$ cat config.mk
export PLATFORM = sky130hd
export DESIGN_NAME = uart_rx
export DESIGN_NICKNAME = d
export VERILOG_FILES = /design/src/rtl/uart_rx.sv
export SDC_FILE = /design/constraint.sdc
export NUM_CORES = 1
export LEC_CHECK = 0
export BUFFER_PORTS_ARGS = -buffer_cell sky130_fd_sc_hd__buf_2
export CAP_MARGIN = 20
export CORE_AREA = 2 2 82 68
export CTS_CLUSTER_DIAMETER = 80
export CTS_CLUSTER_SIZE = 10
export DETAILED_ROUTE_END_ITERATION = 8
export DIE_AREA = 0 0 84 70
export PLACE_DENSITY = 0.72
export SLEW_MARGIN = 20
export SYNTH_ARGS = -nofsm -noshare
export SYNTH_HDL_FRONTEND = slang
export SYNTH_SLANG_ARGS = --single-unit
$ cat constraint.sdc
create_clock -name clk12MHz -period 2 [get_ports clk12MHz]
set_input_delay 0.1 -clock clk12MHz [delete_from_list [all_inputs] [get_ports clk12MHz]]
set_output_delay 0.1 -clock clk12MHz [all_outputs]
set_load 0.01 [all_outputs]
$ cat src/rtl/uart_rx.sv
// uart_rx: 8N1 serial receiver (LSB first, 1 start, 8 data, 1 stop, no parity)
// on the 12 MHz fabric clock. The rx line is brought in through a two-flop
// synchroniser; every decision in the frame FSM uses the synchronised value.
// Received bytes are presented through a valid/ack holding stage.
// Optional feature macro: UART_RX_FIFO_EN. When it is defined, the single-entry
// holding register becomes a FIFO_DEPTH-entry circular FIFO.
module uart_rx #(
  parameter int CLKS_PER_BIT = 1251
`ifdef UART_RX_FIFO_EN
  ,
  parameter int FIFO_DEPTH   = 4
`endif
) (
  input  logic       clk12MHz,
  input  logic       resetn,
  input  logic       rx,
  output logic [7:0] recvData,
  output logic       recvValid,
  input  logic       recvAck,
  output logic       frameErr,
  output logic       overrun
);

  // Counter reload values: half a bit to reach the middle of the start bit,
  // then one full bit between successive mid-bit samples.
  localparam logic [15:0] HALF_LOAD = 16'((CLKS_PER_BIT / 2) - 1);
  localparam logic [15:0] BIT_LOAD  = 16'(CLKS_PER_BIT - 1);

  typedef enum logic [2:0] {
    ST_IDLE  = 3'd0,
    ST_START = 3'd1,
    ST_DATA  = 3'd2,
    ST_STOP  = 3'd3,
    ST_BRK   = 3'd4
  } state_t;

  // Synchroniser flops; both idle high so reset never looks like a start bit.
  logic        rx_meta_q;
  logic        rx_sync_q;
  logic        rx_s;

  // Frame FSM state and datapath.
  state_t      state_q, state_d;
  logic [15:0] cnt_q, cnt_d;
  logic [2:0]  idx_q, idx_d;
  logic [7:0]  sh_q, sh_d;
  logic        done_s;   // stop bit sampled high: sh_q holds a complete byte
  logic        ferr_s;   // stop bit sampled low

  // Output stage registers.
  logic [7:0]  data_q, data_d;
  logic        valid_q, valid_d;
  logic        frame_err_q;
  logic        overrun_q;
  logic        ovr_s;
  logic        pop_s;

  assign rx_s = rx_sync_q;

  // Two-flop synchroniser for the asynchronous rx line.
  always_ff @(posedge clk12MHz) begin
    if (!resetn) begin
      rx_meta_q <= 1'b1;
      rx_sync_q <= 1'b1;
    end else begin
      rx_meta_q <= rx;
      rx_sync_q <= rx_meta_q;
    end
  end

  // Frame FSM state, bit timer, bit index and shift register.
  always_ff @(posedge clk12MHz) begin
    if (!resetn) begin
      state_q <= ST_IDLE;
      cnt_q   <= 16'd0;
      idx_q   <= 3'd0;
      sh_q    <= 8'd0;
    end else begin
      state_q <= state_d;
      cnt_q   <= cnt_d;
      idx_q   <= idx_d;
      sh_q    <= sh_d;
    end
  end

  // Frame FSM next state: mid-bit sampling, glitch rejection, break handling.
  always_comb begin
    state_d = state_q;
    cnt_d   = cnt_q;
    idx_d   = idx_q;
    sh_d    = sh_q;
    done_s  = 1'b0;
    ferr_s  = 1'b0;
    case (state_q)
      ST_IDLE: begin
        if (rx_s == 1'b0) begin
          state_d = ST_START;
          cnt_d   = HALF_LOAD;
        end else begin
          state_d = ST_IDLE;
        end
      end
      ST_START: begin
        if (cnt_q != 16'd0) begin
          cnt_d = cnt_q - 16'd1;
        end else if (rx_s == 1'b0) begin
          state_d = ST_DATA;
          cnt_d   = BIT_LOAD;
          idx_d   = 3'd0;
        end else begin
          // Line went back high before mid-start: treat as a glitch.
          state_d = ST_IDLE;
        end
      end
      ST_DATA: begin
        if (cnt_q != 16'd0) begin
          cnt_d = cnt_q - 16'd1;
        end else begin
          sh_d  = {rx_s, sh_q[7:1]};
          cnt_d = BIT_LOAD;
          if (idx_q == 3'd7) begin
            state_d = ST_STOP;
          end else begin
            idx_d = idx_q + 3'd1;
          end
        end
      end
      ST_STOP: begin
        if (cnt_q != 16'd0) begin
          cnt_d = cnt_q - 16'd1;
        end else if (rx_s == 1'b1) begin
          done_s  = 1'b1;
          state_d = ST_IDLE;
        end else begin
          ferr_s  = 1'b1;
          state_d = ST_BRK;
        end
      end
      ST_BRK: begin
        // A line held low must return high before a new frame can start.
        if (rx_s == 1'b1) begin
          state_d = ST_IDLE;
        end else begin
          state_d = ST_BRK;
        end
      end
      default: begin
        state_d = ST_IDLE;
        cnt_d   = 16'd0;
        idx_d   = 3'd0;
      end
    endcase
  end

  // Consumer pop: an ack is only meaningful while a byte is presented.
  assign pop_s = recvAck & valid_q;

`ifdef UART_RX_FIFO_EN

  localparam int          AW        = $clog2(FIFO_DEPTH);
  localparam logic [AW:0] PTR_ONE   = (AW + 1)'(1);
  localparam logic [AW:0] PTR_DEPTH = (AW + 1)'(FIFO_DEPTH);

  logic [7:0]    mem_q [FIFO_DEPTH];
  logic [AW:0]   wptr_q, wptr_d;
  logic [AW:0]   rptr_q, rptr_d;
  logic [AW:0]   count_s;
  logic [AW:0]   count_next_s;
  logic [AW-1:0] rd_next_s;
  logic          full_s;
  logic          empty_s;
  logic          push_s;

  // FIFO occupancy, push/pop decisions and the next head value to present.
  always_comb begin
    count_s      = wptr_q - rptr_q;
    full_s       = (count_s == PTR_DEPTH);
    empty_s      = (count_s == (AW + 1)'(0));
    // When full, a same-cycle pop frees the slot the new byte needs.
    push_s       = done_s & (~full_s | pop_s);
    ovr_s        = done_s & full_s & ~pop_s;
    wptr_d       = push_s ? (wptr_q + PTR_ONE) : wptr_q;
    rptr_d       = pop_s  ? (rptr_q + PTR_ONE) : rptr_q;
    count_next_s = wptr_d - rptr_d;
    rd_next_s    = rptr_q[AW-1:0] + AW'(1);
    valid_d      = (count_next_s != (AW + 1)'(0));
    if (count_next_s == (AW + 1)'(0)) begin
      data_d = data_q;
    end else if (pop_s) begin
      if (count_s == PTR_ONE) begin
        // Only entry popped while a new one arrives: new byte becomes head.
        data_d = sh_q;
      end else begin
        data_d = mem_q[rd_next_s];
      end
    end else if (empty_s) begin
      data_d = sh_q;
    end else begin
      data_d = data_q;
    end
  end

  // FIFO storage and pointers.
  always_ff @(posedge clk12MHz) begin
    if (!resetn) begin
      wptr_q <= (AW + 1)'(0);
      rptr_q <= (AW + 1)'(0);
      for (int i = 0; i < FIFO_DEPTH; i++) begin
        mem_q[i] <= 8'd0;
      end
    end else begin
      wptr_q <= wptr_d;
      rptr_q <= rptr_d;
      if (push_s) begin
        mem_q[wptr_q[AW-1:0]] <= sh_q;
      end
    end
  end

`else

  // Single-entry holding register: load, pop, and overrun decisions.
  always_comb begin
    valid_d = valid_q;
    data_d  = data_q;
    ovr_s   = 1'b0;
    if (done_s) begin
      if (!valid_q || pop_s) begin
        valid_d = 1'b1;
        data_d  = sh_q;
      end else begin
        // Full and not being drained: keep the old byte, drop the new one.
        ovr_s = 1'b1;
      end
    end else if (pop_s) begin
      valid_d = 1'b0;
    end else begin
      valid_d = valid_q;
    end
  end

`endif

  // Registered outputs: presented byte, valid flag and status pulses.
  always_ff @(posedge clk12MHz) begin
    if (!resetn) begin
      data_q      <= 8'd0;
      valid_q     <= 1'b0;
      frame_err_q <= 1'b0;
      overrun_q   <= 1'b0;
    end else begin
      data_q      <= data_d;
      valid_q     <= valid_d;
      frame_err_q <= ferr_s;
      overrun_q   <= ovr_s;
    end
  end

  assign recvData  = data_q;
  assign recvValid = valid_q;
  assign frameErr  = frame_err_q;
  assign overrun   = overrun_q;

endmodule

Word-level counts from Yosys, hierarchy flattened
Index checks and enable logic that the tools add are counted. Widths: inputs -> output; s select.

Register bits after elaboration: 43. Input bits: 4. Output and inout port bits: 11. Word-level logic and storage cells: 74.

Add/subtract/negate cells: 2. Equal/unequal tests: 15. Muxes and demuxes: 27. Bitwise logic cells: 6. Reductions and logical operators: 14.

Operator list (number): $mux 16 (5); $pmux 16 s5 (1); $mux 3 (9); $ne 2x2->1 const B (8); $reduce_bool 16->1 (1); $sub 16x1->16 const B (1); $pmux 3 s5 (1); $mux 1 (9); $pmux 3 s3 (1); $reduce_and 2->1 (4); $reduce_and 4->1 (2); $eq 3x2->1 const B (2); $eq 3x3->1 const B (2); $reduce_or 3->1 (2); $not 1->1 (5); $reduce_and 5->1 (1); $add 3x1->3 const B (1); $eq 3x1->1 const B (1); $logic_not 3->1 (1); $ne 3x3->1 const B (1); $mux 2 (1); $ne 2x1->1 const B (1); $reduce_bool 2->1 (1); $and 1x1->1 (1); other kinds (2) (2).

Longest topological paths before layout
Gate-level depths: netlist of the first run.

Depth after elaboration: 5. Mapped depth: 8. Gate-level depth less buffers: 7.

Worst setup path after synthesis of the first run
OpenSTA, ideal clock, no wires.

Kind: register to register. From: register cnt_q[0]. To: register cnt_q[8]. Setup time: 0.130 ns. Arrival time: 1.668 ns. Required time: 1.870 ns. Setup slack: 0.202 ns. Stages on the path, launching flop included: 9. Path buffers: 1. Clock period less this slack: 1.798 ns. Cells stage by stage: dfxtp_1 > inv_1 > ha_1 > nor4b_4 > and4_4 > buf_6 > a21o_2 > o41ai_1 > a21oi_1.

Word-level cells in the longest chain between the ends: 3. Elaborated cells on any way between the ends: 9. Classes of those cells: add/sub: 1; eq/ne: 2; mux: 4; reduce/logical: 2.

Ends and longest elaborated chain: from (decl) (line 44) `logic [15:0] cnt_q, cnt_d;`; from (signal assigned) (line 80) `cnt_q <= cnt_d;`; $sub 16x1->16 / $reduce_bool 16->1 (equally long branches); $mux 16 (tied with other cells) (line 129) `if (cnt_q != 16'd0) begin`; $pmux 16 s5 / $reduce_and 4->1 (equally long branches).

Several ways; a longest one is shown, not always the timed one. The select of a mux whose other input is x is not followed. A chain may end at the register's enable or synchronous reset.

Worst setup path in the final report of the first run
From: register cnt_q[1]. To: register cnt_q[6].

The elaborated chain is that of the path after synthesis.

==> impl_metrics.env, run 1 <==
export IMPL_period_share_pct=93.37
export IMPL_synth_seq_cells=43
export IMPL_dp_cells=330
export IMPL_status="completed"
export IMPL_drive_above_1_share_pct=22.58
export IMPL_ys_async_sr_fraction_pct=0
export IMPL_grt_pass1_wl_mm=8.383
export IMPL_htreeDepth=2
export IMPL_arrival_ns=2.06
export IMPL_clock_latency_ns=0.30
export IMPL_grt_max_degree=21
export IMPL_clock_skew_ns=0.008949
export IMPL_finalHoldViolCount=0
export IMPL_setup_slack_ns=0.1326
export IMPL_num_nets_final=286
export IMPL_path_clk_slew_ns=0.09
export IMPL_clock_fmax_mhz=535.5
export IMPL_antenna_found_initial=0
export IMPL_post_drt_wl_per_cell_um=14.27
export IMPL_slew_violations=0
export IMPL_leakage_nw=0.9751
export IMPL_yosysSeqAreaShare_pct=38.78
export IMPL_vias=1961
export IMPL_required_ns=2.19
export IMPL_tightest_slew_ns=0.5453
export IMPL_portBuffers=14
export IMPL_synth_cells=251
export IMPL_coreArea_um2=5195
export IMPL_cellPowerDensity_nw_per_um2=1607
export IMPL_post_route_util_pct=50.89
export IMPL_routed_wl_mm=4.910
export IMPL_relSlewSlack_pct=63.31
export IMPL_syn_avg_cell_area_um2=8.843
export IMPL_diodes=0
export IMPL_vias_per_cell=5.701
export IMPL_floorplan_initialDensity_pct=42.73
export IMPL_fin_area_um2=2644
export IMPL_track_usage_pct=17.31
export IMPL_min_path_type="input pin to register"
export IMPL_synthDistinctLibCells=52
export IMPL_synth_net_count=259
export IMPL_cts_buffer_depth=2
export IMPL_ant_nets=0
export IMPL_syn_area_um2=2220
export IMPL_end_kind="register"
export IMPL_placed_cell_area_um2=2422
export IMPL_layoutNonFillerInstCount=344
export IMPL_die_area_um2=5880
export IMPL_pin_count=15
export IMPL_cts_buffers=5
export IMPL_overflow=0
export IMPL_first_iter_violations=332
export IMPL_finalSetupViolations=0
export IMPL_ys_flop_type="dfxtp_1"
export IMPL_clock_sinks=43
export IMPL_yosysWarnings=0
export IMPL_dr_pass1_iters=6
export IMPL_root_buffer="clkbuf_8"
export IMPL_grt_pass1_vias=1775
export IMPL_worstSetupPathType="register to register"
export IMPL_gp_congestion=0.9087
export IMPL_cts_tree="done"
export IMPL_critPathMaxFanout=4
export IMPL_drc_errors=0
export IMPL_fin_worst_hold_slack_ns=0.09011
export IMPL_rows=24
export IMPL_die_h_um=70
export IMPL_area_delta_synth_final_pct=19.11
export IMPL_drv_cap=0
export IMPL_die_w_um=84
export IMPL_dp_slack_ns=-0.004017
export IMPL_startpoint_type="register"
export IMPL_dp_hpwl_mm=3.238
export IMPL_fin_crit_ns=1.867
export IMPL_synth_edff_count=0
export IMPL_vdd_drop_max_v=0.0006496
==> metal layers <==
metal | up-vias | wire (µm) | GRT usage, % | share of wire, %
met4 | 0 | 136 | 5.735 | 2.8
met3 | 21 | 332 | 4.492 | 6.8
met2 | 82 | 2132 | 26.58 | 43
met5 | - | 0 | 0 | 0
met1 | 910 | 2308 | 23.75 | 47
li1 | 948 | - | - | -
==> sequential cells by signal (all words and copies together), names as in the netlist <==
name	cells
recvValid	1
cnt_q	16
recvData	8
frameErr	1
state_q	3
overrun	1
rx_meta_q	1
idx_q	3
rx_s	1
sh_q	8
==> per-stage QoR <==
stage,TNS (ns),power (mW)
global route,-0.1875,4.548
CTS,0,3.916
floorplan,0,2.708
detailed placement,-0.01109,3.165
global placement,0,3.158
finish,0,4.250
==> where the power goes <==
part	internal (mW)	total, mW	switching (mW)
sequential	1.00	1.25	0.243
clock	0.411	0.714	0.303
combinational	1.03	2.29	1.26
==> synth_stat cells (6+ instances only) <==
master,instances,area [µm²]
clkbuf_1,9,33.78
nor2_1,27,101.4
nand2_1,24,90.09
xnor2_1,8,70.07
dfxtp_1,43,860.8
inv_1,6,22.52
o21ai_0,9,45.04
a21boi_0,8,60.06
mux2i_1,10,100.1
nand3_1,9,45.04
nand2b_1,7,43.79
nor2b_1,12,75.07
a21oi_1,12,60.06
==> critical path, stage by stage (launching register included) <==
cell and delay [ns]:
dfxtp_2 0.34, inv_1 0.10, ha_1 0.19, or3b_2 0.52
nor3_1 0.32, nand2_1 0.09, a21oi_1 0.13, nor2_1 0.06
==> what timing repair did <==
action | 4_1_cts | 5_1_grt
hold buffers | 1 | 0
endpoints found under the setup margin | 9 | 33
pin swaps | 0 | 3
buffers inserted | 0 | 4
hold endpoints to repair | 1 | 0
cloned | 0 | 1
gates resized for setup | 1 | 15
==> worst paths after layout <==
check	slack, ns	cells past startpoint	end	startpoint
max reg2reg	0.13	7	cnt_q[6]$_SDFFE_PN0P_	cnt_q[1]$_SDFFE_PN0P_
min reg2reg	0.41	1	rx_s$_SDFF_PN1_	rx_meta_q$_SDFF_PN1_
min	0.09	2	rx_meta_q$_SDFF_PN1_	resetn
max	0.13	7	cnt_q[6]$_SDFFE_PN0P_	cnt_q[1]$_SDFFE_PN0P_
==> layout make-up <==
class	count	area, µm²
well taps	65	81.33
flip-flops and latches	43	865.8
repair buffers	32	220.2
inverters	6	22.52
multi-input cells	190	1333
clock buffers	6	82.58
clock inverters	2	38.79
fillers	459	2551
==> cells by family (layout without fill, tap and decap cells) <==
logic type	after synthesis	in the layout	share of synthesized area, %
multiplexers	10	10	4.510
XOR/XNOR	9	9	3.551
buffers and inverters	19	46	3.664
AO/OA/AOI/OAI	55	55	17.70
AND/OR/NAND/NOR	111	112	29.54
flip-flops	43	43	38.78
adder cells (fa/ha/maj)	4	4	2.255
==> placed cells by master, fill, tap and decap left out, drive strengths merged, types with 2 or more instances in the layout <==
master and count:
buf 31, o21a 3, nand2b 7, nor4 6, nand4 4, o41ai 2
a21boi 8, nor2 27, o2bb2ai 2, clkbuf 6, or2 2, mux2i 10
and2 2, a2111oi 2, and3 4, a21o 2, nand3 9, nand2 24
inv 7, a211oi 3, dfxtp 43, a211o 2, a22o 2, nor3b 4
ha 4, xnor2 8, and4 2, nor3 4, nor2b 12, a21oi 12
o21ai 10, o211ai 2
(Power assumes the default switching activity.)
==> run 2: changes to the inputs <==
Settings changed: PLACE_DENSITY 0.72 to 0.62.
==> impl_metrics.env, run 2 (synthesized netlist as in run 1, its figures left out) <==
export IMPL_leakage_nw=1.015
export IMPL_largest_reg_flops=16
export IMPL_grt_pass1_vias=1798
export IMPL_rsz0062_at_grt="true"
export IMPL_die_h_um=70
export IMPL_placed_cell_area_um2=2437
export IMPL_required_ns=2.18
export IMPL_multiInputGateArea_um2=1348
export IMPL_portBuffers=14
export IMPL_fin_crit_ns=1.980
export IMPL_finalSetupViolations=0
export IMPL_post_drt_wl_per_cell_um=14.48
export IMPL_cts_buffer_depth=2
export IMPL_final_common_cell="dfxtp_1"
export IMPL_drv_cap=0
export IMPL_cts_buffers=5
export IMPL_startpoint_type="register"
export IMPL_clock_latency_ns=0.30
export IMPL_post_route_util_pct=52.26
export IMPL_coreArea_um2=5195
export IMPL_grt_pass1_wl_mm=8.321
export IMPL_first_iter_violations=150
export IMPL_critPathMaxFanout=5
export IMPL_vias=1945
export IMPL_path_clk_slew_ns=0.08
export IMPL_arrival_ns=2.16
export IMPL_min_path_type="input pin to register"
export IMPL_dp_slack_ns=0.01255
export IMPL_final_fill_count=495
export IMPL_top_register="cnt_q"
export IMPL_status="completed"
export IMPL_die_area_um2=5880
export IMPL_num_nets_final=295
export IMPL_clock_skew_ns=0.003573
export IMPL_fin_area_um2=2715
export IMPL_diodes=0
export IMPL_pin_count=15
export IMPL_overflow=0
export IMPL_worstSetupPathType="register to register"
export IMPL_fin_worst_hold_slack_ns=0.1584
export IMPL_routed_wl_mm=5.111
export IMPL_end_kind="register"
export IMPL_setup_slack_ns=0.02003
export IMPL_layout_common_cells="dfxtp_1 (42), nor2_1 (26), nand2_1 (24)"
export IMPL_rows=24
export IMPL_drc_errors=0
export IMPL_root_buffer="clkbuf_8"
export IMPL_grt_max_degree=19
export IMPL_track_usage_pct=17.58
export IMPL_clock_sinks=43
export IMPL_area_delta_synth_final_pct=22.32
export IMPL_htreeDepth=2
export IMPL_dr_pass1_iters=4
export IMPL_period_share_pct=99.00
export IMPL_dp_hpwl_mm=3.485
export IMPL_ant_nets=0
export IMPL_slew_violations=0
export IMPL_finalHoldViolCount=0
export IMPL_p_total_mw=4.317
export IMPL_regArea_um2=862.1
export IMPL_antenna_found_initial=0
export IMPL_vdd_drop_max_v=0.0007655
export IMPL_clock_fmax_mhz=505.1
export IMPL_vias_per_cell=5.510
export IMPL_cts_tree="done"
export IMPL_gp_congestion=0.8963
export IMPL_die_w_um=84
export IMPL_relSlewSlack_pct=64.85
export IMPL_drive_above_1_share_pct=25.35
export IMPL_cellPowerDensity_nw_per_um2=1590
export IMPL_floorplan_initialDensity_pct=42.73
export IMPL_tightest_slew_ns=0.5272
run 2: through the flow:
| step | instances | setup TNS, ns |
|---|---|---|
| floorplan | 251 | 0 |
| detailed placement | 332 | 0 |
| global placement | 332 | 0 |
| finish | 353 | 0 |
| CTS | 341 | 0 |
| global route | 353 | -0.2444 |
run 2: repair_timing:
action                                 4_1_cts  5_1_grt
gates cloned                                 0        2
gates resized for setup                      1       19
setup endpoints to repair                    9       35
setup buffers                                0       10
pin swaps                                    0        7
endpoints found under the hold margin        1        0
hold buffers                                 1        0
run 2: path summary, 6_finish.rpt:
kind	end	cells after the start	slack (ns)	startpoint
worst min register to register	rx_s$_SDFF_PN1_	1	0.41	rx_meta_q$_SDFF_PN1_
worst max-delay path	cnt_q[3]$_SDFFE_PN0P_	8	0.02	cnt_q[1]$_SDFFE_PN0P_
worst min-delay path	idx_q[1]$_SDFFE_PN0P_	2	0.16	resetn
worst max register to register	cnt_q[3]$_SDFFE_PN0P_	8	0.02	cnt_q[1]$_SDFFE_PN0P_
run 2: power by group:
group,internal [mW],switching [mW]
Clock,0.404,0.299
Combinational,1.13,1.26
Sequential,0.999,0.227
Total,2.53,1.79
run 2: worst max-delay path, cell delays in order (launching register included):
cell      delay (ns)
dfxtp_2         0.34
inv_2           0.08
ha_4            0.12
nor4b_4         0.35
nand4_4         0.20
buf_6           0.18
o211ai_1        0.24
and3_4          0.30
a21oi_1         0.05
run 2: layout make-up:
class	count	share of cell area (%)
Multi-Input combinational cell	191	49.63
Sequential cell	43	31.75
Timing Repair Buffer	40	10.46
Clock buffer	6	3.041
Tap cell	65	2.995
Clock inverter	2	1.290
Inverter	6	0.8295
run 2: per-layer routing:
layer / vias up / wire length [µm] / GRT usage [%]
li1: 969 / - / -
met1: 912 / 2617 / 25.27
met2: 52 / 2114 / 24.80
met3: 12 / 265 / 4.255
met4: 0 / 112 / 7.885
met5: - / 0 / 0
